`src/rtl/alu_cmd_sequencer.sv`:
```
`default_nettype none
// ============================================================================
// alu_cmd_sequencer : command FIFO + sequencer in front of the 8-bit ALU
// Rev 1.0 - initial release
// ============================================================================
module alu_cmd_sequencer #(
  parameter int DEPTH = 4,
  parameter int WIDTH = 8
) (
  input  logic                      clk,
  input  logic                      reset,
  input  logic                      cmdValid,
  output logic                      cmdReady,
  input  logic [3:0]                cmdOp,
  input  logic [WIDTH-1:0]          cmdA,
  input  logic [WIDTH-1:0]          cmdB,
  input  logic                      cmdChain,
  output logic [WIDTH-1:0]          aluFirst,
  output logic [WIDTH-1:0]          aluSecond,
  output logic [3:0]                aluOp,
  input  logic [WIDTH-1:0]          aluResult,
  input  logic                      aluCarry,
  output logic                      resValid,
  input  logic                      resReady,
  output logic [WIDTH-1:0]          resData,
  output logic                      resCarry,
  output logic                      resDivZero,
  output logic                      busy,
  output logic [$clog2(DEPTH):0]    count
);

  localparam int AW = $clog2(DEPTH);
  localparam int CW = AW + 1;
  localparam int EW = 4 + 2 * WIDTH + 1;
  localparam logic [AW-1:0] PTR_ONE  = AW'(1);
  localparam logic [CW-1:0] CNT_ONE  = CW'(1);
  localparam logic [CW-1:0] CNT_FULL = CW'(DEPTH);

  typedef enum logic [1:0] {
    S_IDLE = 2'd0,
    S_EXEC = 2'd1,
    S_HOLD = 2'd2
  } state_t;

  state_t                state_q, state_d;
  logic [EW-1:0]         fifo_q [DEPTH];
  logic [EW-1:0]         fifo_d [DEPTH];
  logic [AW-1:0]         wr_ptr_q, wr_ptr_d;
  logic [AW-1:0]         rd_ptr_q, rd_ptr_d;
  logic [CW-1:0]         count_q, count_d;
  logic [WIDTH-1:0]      alu_first_q, alu_first_d;
  logic [WIDTH-1:0]      alu_second_q, alu_second_d;
  logic [3:0]            alu_op_q, alu_op_d;
  logic [WIDTH-1:0]      res_data_q, res_data_d;
  logic                  res_carry_q, res_carry_d;
  logic                  res_div_zero_q, res_div_zero_d;
  logic                  res_valid_q, res_valid_d;
  logic [WIDTH-1:0]      last_result_q, last_result_d;

  logic                  push;
  logic                  load;
  logic                  fifo_empty;
  logic                  div_zero;
  logic                  add_like;
  logic [EW-1:0]         head;

  assign cmdReady   = (count_q != CNT_FULL);
  assign aluFirst   = alu_first_q;
  assign aluSecond  = alu_second_q;
  assign aluOp      = alu_op_q;
  assign resValid   = res_valid_q;
  assign resData    = res_data_q;
  assign resCarry   = res_carry_q;
  assign resDivZero = res_div_zero_q;
  assign count      = count_q;
  assign busy       = (state_q != S_IDLE) || !fifo_empty;

  always_comb begin
    fifo_d         = fifo_q;
    wr_ptr_d       = wr_ptr_q;
    rd_ptr_d       = rd_ptr_q;
    count_d        = count_q;
    state_d        = state_q;
    alu_first_d    = alu_first_q;
    alu_second_d   = alu_second_q;
    alu_op_d       = alu_op_q;
    res_data_d     = res_data_q;
    res_carry_d    = res_carry_q;
    res_div_zero_d = res_div_zero_q;
    res_valid_d    = res_valid_q;
    last_result_d  = last_result_q;

    fifo_empty = (count_q == '0);
    push       = cmdValid && cmdReady;
    load       = !fifo_empty &&
                 ((state_q == S_IDLE) || ((state_q == S_HOLD) && resReady));
    head       = fifo_q[rd_ptr_q];
    div_zero   = (alu_op_q == 4'b0011) && (alu_second_q == '0);
    // The ALU falls back to an add for undefined codes, so carry is meaningful there too
    add_like   = (alu_op_q == 4'b0000) || (alu_op_q[3:2] == 2'b01) ||
                 (alu_op_q >= 4'b1011);

    if (push) begin
      fifo_d[wr_ptr_q] = {cmdOp, cmdA, cmdB, cmdChain};
      wr_ptr_d         = wr_ptr_q + PTR_ONE;
    end

    if (load) begin
      rd_ptr_d     = rd_ptr_q + PTR_ONE;
      alu_op_d     = head[EW-1 -: 4];
      alu_first_d  = head[0] ? last_result_q : head[2*WIDTH:WIDTH+1];
      alu_second_d = head[WIDTH:1];
    end

    case ({push, load})
      2'b10:   count_d = count_q + CNT_ONE;
      2'b01:   count_d = count_q - CNT_ONE;
      default: count_d = count_q;
    endcase

    case (state_q)
      S_IDLE: begin
        if (load) state_d = S_EXEC;
      end
      S_EXEC: begin
        res_valid_d    = 1'b1;
        res_div_zero_d = div_zero;
        res_data_d     = div_zero ? {WIDTH{1'b1}} : aluResult;
        res_carry_d    = !div_zero && add_like && aluCarry;
        last_result_d  = div_zero ? {WIDTH{1'b1}} : aluResult;
        state_d        = S_HOLD;
      end
      S_HOLD: begin
        if (resReady) begin
          res_valid_d = 1'b0;
          state_d     = load ? S_EXEC : S_IDLE;
        end
      end
      default: state_d = S_IDLE;
    endcase
  end

  always_ff @(posedge clk or posedge reset) begin
    if (reset) begin
      state_q        <= S_IDLE;
      fifo_q         <= '{default: '0};
      wr_ptr_q       <= '0;
      rd_ptr_q       <= '0;
      count_q        <= '0;
      alu_first_q    <= '0;
      alu_second_q   <= '0;
      alu_op_q       <= '0;
      res_data_q     <= '0;
      res_carry_q    <= 1'b0;
      res_div_zero_q <= 1'b0;
      res_valid_q    <= 1'b0;
      last_result_q  <= '0;
    end else begin
      state_q        <= state_d;
      fifo_q         <= fifo_d;
      wr_ptr_q       <= wr_ptr_d;
      rd_ptr_q       <= rd_ptr_d;
      count_q        <= count_d;
      alu_first_q    <= alu_first_d;
      alu_second_q   <= alu_second_d;
      alu_op_q       <= alu_op_d;
      res_data_q     <= res_data_d;
      res_carry_q    <= res_carry_d;
      res_div_zero_q <= res_div_zero_d;
      res_valid_q    <= res_valid_d;
      last_result_q  <= last_result_d;
    end
  end

endmodule
`default_nettype wire

```
`config.mk`:
```
export PLATFORM = sky130hd
export DESIGN_NAME = alu_cmd_sequencer
export DESIGN_NICKNAME = d
export VERILOG_FILES = /design/src/rtl/alu_cmd_sequencer.sv
export SDC_FILE = /design/constraint.sdc
export NUM_CORES = 1
export LEC_CHECK = 0
export CORE_MARGIN = 1.5
export CORE_UTILIZATION = 30
export DETAILED_ROUTE_END_ITERATION = 16
export GPL_ROUTABILITY_DRIVEN = 0
export HOLD_SLACK_MARGIN = 0.15
export SYNTH_ARGS = -nofsm -noshare
export SYNTH_HDL_FRONTEND = slang
export SYNTH_SLANG_ARGS = --single-unit
```
`constraint.sdc`:
```
create_clock -name clk -period 4.3 [get_ports clk]
set_input_delay 0.43 -clock clk [delete_from_list [all_inputs] [get_ports clk]]
set_output_delay 0.43 -clock clk [all_outputs]
set_load 0.05 [all_outputs]
```
**Word-level counts from Yosys, hierarchy flattened**

Cells that the tools add are included.

- Output and inout port bits: 36
- Register bits after elaboration: 124
- Word-level logic and storage cells: 71
- Input port bits: 34

- Eq/ne operators: 9
- $add $sub $neg: 4
- Mux-type cells: 15
- Bitwise gates (word level): 2
- $lt $le $gt $ge: 4
- Reduce and logical (&&, ||, !) cells: 22

Operators by type and width:

| kind | number |
|---|---|
| bitwise mux 84 bit | 1 |
| two-way mux 21 bit | 3 |
| binary-select mux 21 bit (select 2 bit) | 1 |
| demux 21 bit (select 2 bit) | 1 |
| two-way mux 8 bit | 2 |
| zero test 8 bit | 1 |
| logical AND 1 bit | 7 |
| == test 2 x 1 -> 1 bit (second input constant) | 3 |
| greater-or-equal comparator 3 bit (second input constant) | 2 |
| NOT 2 -> 3 bit | 2 |
| one-hot mux 2 bit (3 select lines) | 1 |
| one-hot mux 3 bit (2 select lines) | 1 |
| nonzero test 2 bit | 3 |
| adder 2 x 1 -> 2 bit (second input constant) | 2 |
| == test 2 bit (second input constant) | 2 |
| == test 4 x 2 -> 1 bit (second input constant) | 1 |
| greater-or-equal comparator 4 bit (second input constant) | 1 |
| zero test 4 bit | 1 |
| logical OR 1 bit | 4 |
| two-way mux 2 bit | 2 |
| != test 2 bit (second input constant) | 2 |
| AND reduction 2 bit | 2 |
| adder 3 x 1 -> 3 bit (second input constant) | 1 |
| zero test 3 bit | 1 |
| 7 further kinds | 9 |

**Logic depth before layout (Yosys ltp)**

- Depth in word-level cells: 7
- Gate-level depth with buffers: 9
- Mapped depth without buffers: 8

**Worst setup path before layout**

OpenSTA, ideal clock, no wires.

- Kind: register to register
- Start point: register count_q[2], in the netlist count[2]
- End point: register count_q[2], in the netlist count[2]
- Stages on the path, launching flop included: 10
- Data required time: 4218 ps
- Buffers on the path: 1
- Arrival time: 2698 ps
- Period minus slack after synthesis: 2779 ps
- Setup time: 82 ps
- Slack: 1521 ps
- Cells stage by stage: dfrtp_1 or3b_2 clkbuf_1 nand2_1 ha_1 inv_1 fa_1 xor2_1 nor2_1 xor2_1

- Elaborated cells on any way between the ends: 11
- Those cells by class: add/sub: 2; eq/ne: 3; mux: 1; reduce/logical: 5

RTL lines:

| what | RTL line | source |
|---|---|---|
| start, declared | 50 | `logic [CW-1:0] count_q, count_d;` |
| start signal, assigned | 163 | `count_q <= count_d;` |
| != test 3 bit * | 67 | `assign cmdReady = (count_q != CNT_FULL);` |
| named net cmdReady | 13 | `output logic cmdReady,` |
| logical AND 1 bit * | 94 | `push = cmdValid && cmdReady;` |
| == test 2 x 1 -> 1 bit or == test 2 bit (tied branches) | 115 | `case ({push, load})` |
| one-hot mux 3 bit (2 select lines) or nonzero test 2 bit (tied branches) | n/a |  |

Mark *: on every way through the listed nets, which the timed path passes. The rest lies on a longest branch.
A chain may end at the register's enable or synchronous reset.

**Final worst setup path**

- Start point: register count_q[0], in the netlist count[0]
- End point: output port cmdReady

- Word-level cells in the longest chain between the ends: 1

RTL lines:

| what | RTL line |
|---|---|
| != test 3 bit | 67 |
| end, declared | 13 |

No other way between the ends.

==> flow_metrics.py <==
metrics = {
    "routing": {
        "route.met3.wl_um": 599,
        "first_iter_violations": 135,
        "dr.pass1.iters": 4,
        "num_vias": 3177,
        "wl_per_cell_um": 17.9,
        "viasPerCell": 4.72,
        "drtAntennaViolNets": 0,
        "drc": 0,
        "drt_wl_total_mm": 12.0,
        "top_layer": "met5",
        "drt-met1-wl_mm": 5.26,
        "wl_met2_mm": 6.04,
    },
    "setup_path": {
        "max_stage_delay_ps": 740,
        "worstRegToRegCells": 3,
        "end_kind": "output pin",
        "regToRegEndpoint": "aluFirst[0]",
        "startpoint": "count[0]",
        "slowest_stage": "clkdlybuf4s50_1",
        "arrival_ps": 2110,
        "crit_path_max_fanout": 6,
        "path_cells": "or3b_2, clkdlybuf4s50_1",
        "path_buf_inv": 1,
        "r2r_slack_ps": 1960,
        "critPathKind": "flop to output pin",
        "setup.worst_path.start_class": "flop",
        "r2r-start": "rd_ptr_q[1]",
        "required_ps": 3870,
        "crit_family": "buffers and inverters",
    },
    "clocking": {
        "cts_root_buf": "clkbuf_16",
        "cts_buffers": 17,
        "cts.clk_slew.worst_paths_ps": 60,
        "cts.path.max_buffers": 2,
        "cts_resized": 0,
        "cts_setup_buffers": 0,
        "cts_tree": "yes",
        "clock_latency_ps": 410,
        "cts_htree_levels": 4,
        "cts.sinks": 124,
        "cts_hold_buffers": 0,
    },
    "timing": {
        "slew_viol_final": 0,
        "finalCritPeriodShare": 0.591,
        "fin_hold_ws_ps": 481,
        "rsz0062_at_grt": "false",
        "setup_viol": 0,
        "max-slew-margin-rel": 0.326,
        "fmax_mhz": 393,
        "skew_ps": 8.16,
        "period_needed_ps": 2540,
        "tightestPinTransition_ps": 1010,
        "fin_tns_setup_ps": 0,
        "hold_viol": 0,
    },
    "synthesis": {
        "avgSynthCellArea_um2": 15.5,
        "ys_ff_latch": 124,
        "synthCells": 353,
        "yosysWarningCount": 0,
        "ys_seq_area_frac": 0.566,
        "ys_types": 28,
        "syn_nets": 393,
        "synth_area_um2": 5480,
    },
    "cells_and_area": {
        "drive_gt1_frac": 0.401,
        "antenna_cells": 0,
        "fin_cells": 673,
        "fillers": 1670,
        "layout_common_cells": "dfrtp_1, mux2_2, clkdlybuf4s50_1",
        "synthToLayoutAreaGrowth_pct": 28.1,
        "final_common_cell": "dfrtp_1",
        "layout.nets": 471,
        "final_cell_area_um2": 7020,
        "utilization": 0.391,
    },
    "grt": {
        "grt_pass1_wl_mm": 19.6,
        "grt_pass1_vias": 3529,
        "gr-total-overflow": 0,
        "antenna_found_initial": 1,
        "grt_use_total": 0.132,
        "grt_start_max_net_pins": 75,
    },
    "power_and_ir_drop": {
        "switching_power_w": 0.00234,
        "ir_drop_mv": 0.602,
        "internal_power_w": 0.00426,
        "cellPowerDensity_nw_per_um2": 941,
        "power_frac_seq": 0.334,
        "switching_share": 0.355,
        "p_clk_frac": 0.220,
        "leakagePower_nw": 2.95,
        "combPwrFrac": 0.446,
    },
    "floorplan": {
        "die_h_um": 138,
        "die_x_um": 138,
        "rows": 49,
        "core_um2": 18000,
        "dieArea_um2": 19100,
        "initial_core_util": 0.305,
        "boundaryPins": 70,
    },
    "placed_design": {
        "io_buffers": 69,
        "dpl_cell_area_um2": 6410,
        "numPlacedInstances": 641,
        "dp_hpwl_mm": 8.01,
    },
    "hold_path": {
        "holdPathEnd": "resDivZero",
        "worstHoldStart": "resDivZero",
        "holdPathStages": 2,
        "hold_path_class": "flop to flop",
    },
    "job": {
        "drv_cap": 0,
    },
    "run_status": {
        "outcome": "completed",
    },
}
==> per-stage QoR <==
stage	setup slack, ps	total power (W)
floorplan	571	0.00442
global placement	1940	0.00509
detailed placement	1910	0.00520
CTS	1730	0.00667
global route	1600	0.00696
finish	1760	0.00660
==> cells in the mapped netlist <==
cell type | count | area share
nor4b_1 | 1 | 0.0016
o21ai_0 | 2 | 0.0018
mux2_2 | 97 | 0.20
nand2b_1 | 2 | 0.0023
nand3_1 | 5 | 0.0046
buf_4 | 8 | 0.011
ha_1 | 5 | 0.011
xor2_1 | 4 | 0.0064
inv_1 | 7 | 0.0048
a21oi_1 | 10 | 0.0091
buf_2 | 5 | 0.0046
fa_1 | 1 | 0.0037
nor4_1 | 2 | 0.0023
mux4_2 | 21 | 0.086
nor4bb_1 | 1 | 0.0018
mux2i_1 | 1 | 0.0018
clkbuf_1 | 4 | 0.0027
or3b_2 | 1 | 0.0016
nor2_1 | 18 | 0.012
mux2_4 | 16 | 0.044
dfrtp_1 | 124 | 0.57
and3_1 | 1 | 0.0011
nor3_1 | 4 | 0.0037
xnor2_1 | 2 | 0.0032
o311ai_0 | 1 | 0.0016
buf_6 | 2 | 0.0041
nand2_1 | 6 | 0.0041
nor2b_1 | 2 | 0.0023
==> cells by family (layout without fill, tap and decap cells) <==
| kind of cell | Yosys count | in the layout | synth area share |
|---|---|---|---|
| xor gates and xnor gates | 6 | 6 | 0.00959 |
| muxes | 135 | 135 | 0.331 |
| buffers and inverters | 26 | 117 | 0.0272 |
| adders and majority gates | 6 | 6 | 0.0151 |
| AOI/OAI and AO/OA | 13 | 13 | 0.0126 |
| and+or+nand+nor | 43 | 43 | 0.0377 |
| DFF | 124 | 124 | 0.566 |
==> worst min-delay path: stages, from the launching register on <==
cell and delay [ps]:
dfrtp_1 340, nand2_1 40, o21ai_0 60
==> worst max path at each step <==
stage	end	slack, ps	depth (start not counted)
after floorplan	aluFirst[0]	570	1
after global placement	aluFirst[4]	1940	3
after detailed placement	aluFirst[0]	1910	3
after CTS	busy	1730	3
after global routing	busy	1600	3
final	cmdReady	1760	2
==> cell type report <==
cell class	instances	area [µm²]	area share
Inverter	7	28.8	0.00410
Tap cell	229	287	0.0408
Clock buffer	18	439	0.0626
Multi-Input combinational cell	203	2230	0.318
Timing Repair Buffer	78	758	0.108
Sequential cell	124	3100	0.442
Clock inverter	14	169	0.0241
==> routing by layer <==
layer  vias up  GRT usage
li1       1438          -
met1      1657      0.166
met2        71      0.218
met3         9     0.0450
met4         2     0.0366
met5         -          0
==> sequential cells by signal, summed over array words and instances, names as in the netlist <==
signal and cells:
aluSecond 8, wr_ptr_q 2, aluFirst 8, last_result_q 8
resDivZero 1, rd_ptr_q 2, count 3, fifo_q 84
aluOp 4, state_q 2, resCarry 1, resValid 1
==> power groups by stage <==
stage | sequential [W] | clock, W | combinational (W)
floorplan | 0.00260 | 0 | 0.00182
global placement | 0.00219 | 0 | 0.00290
detailed placement | 0.00223 | 0 | 0.00298
CTS | 0.00221 | 0.00148 | 0.00298
global route | 0.00229 | 0.00154 | 0.00313
finish | 0.00221 | 0.00145 | 0.00294
No activity file was read; power rests on OpenSTA's default activity.
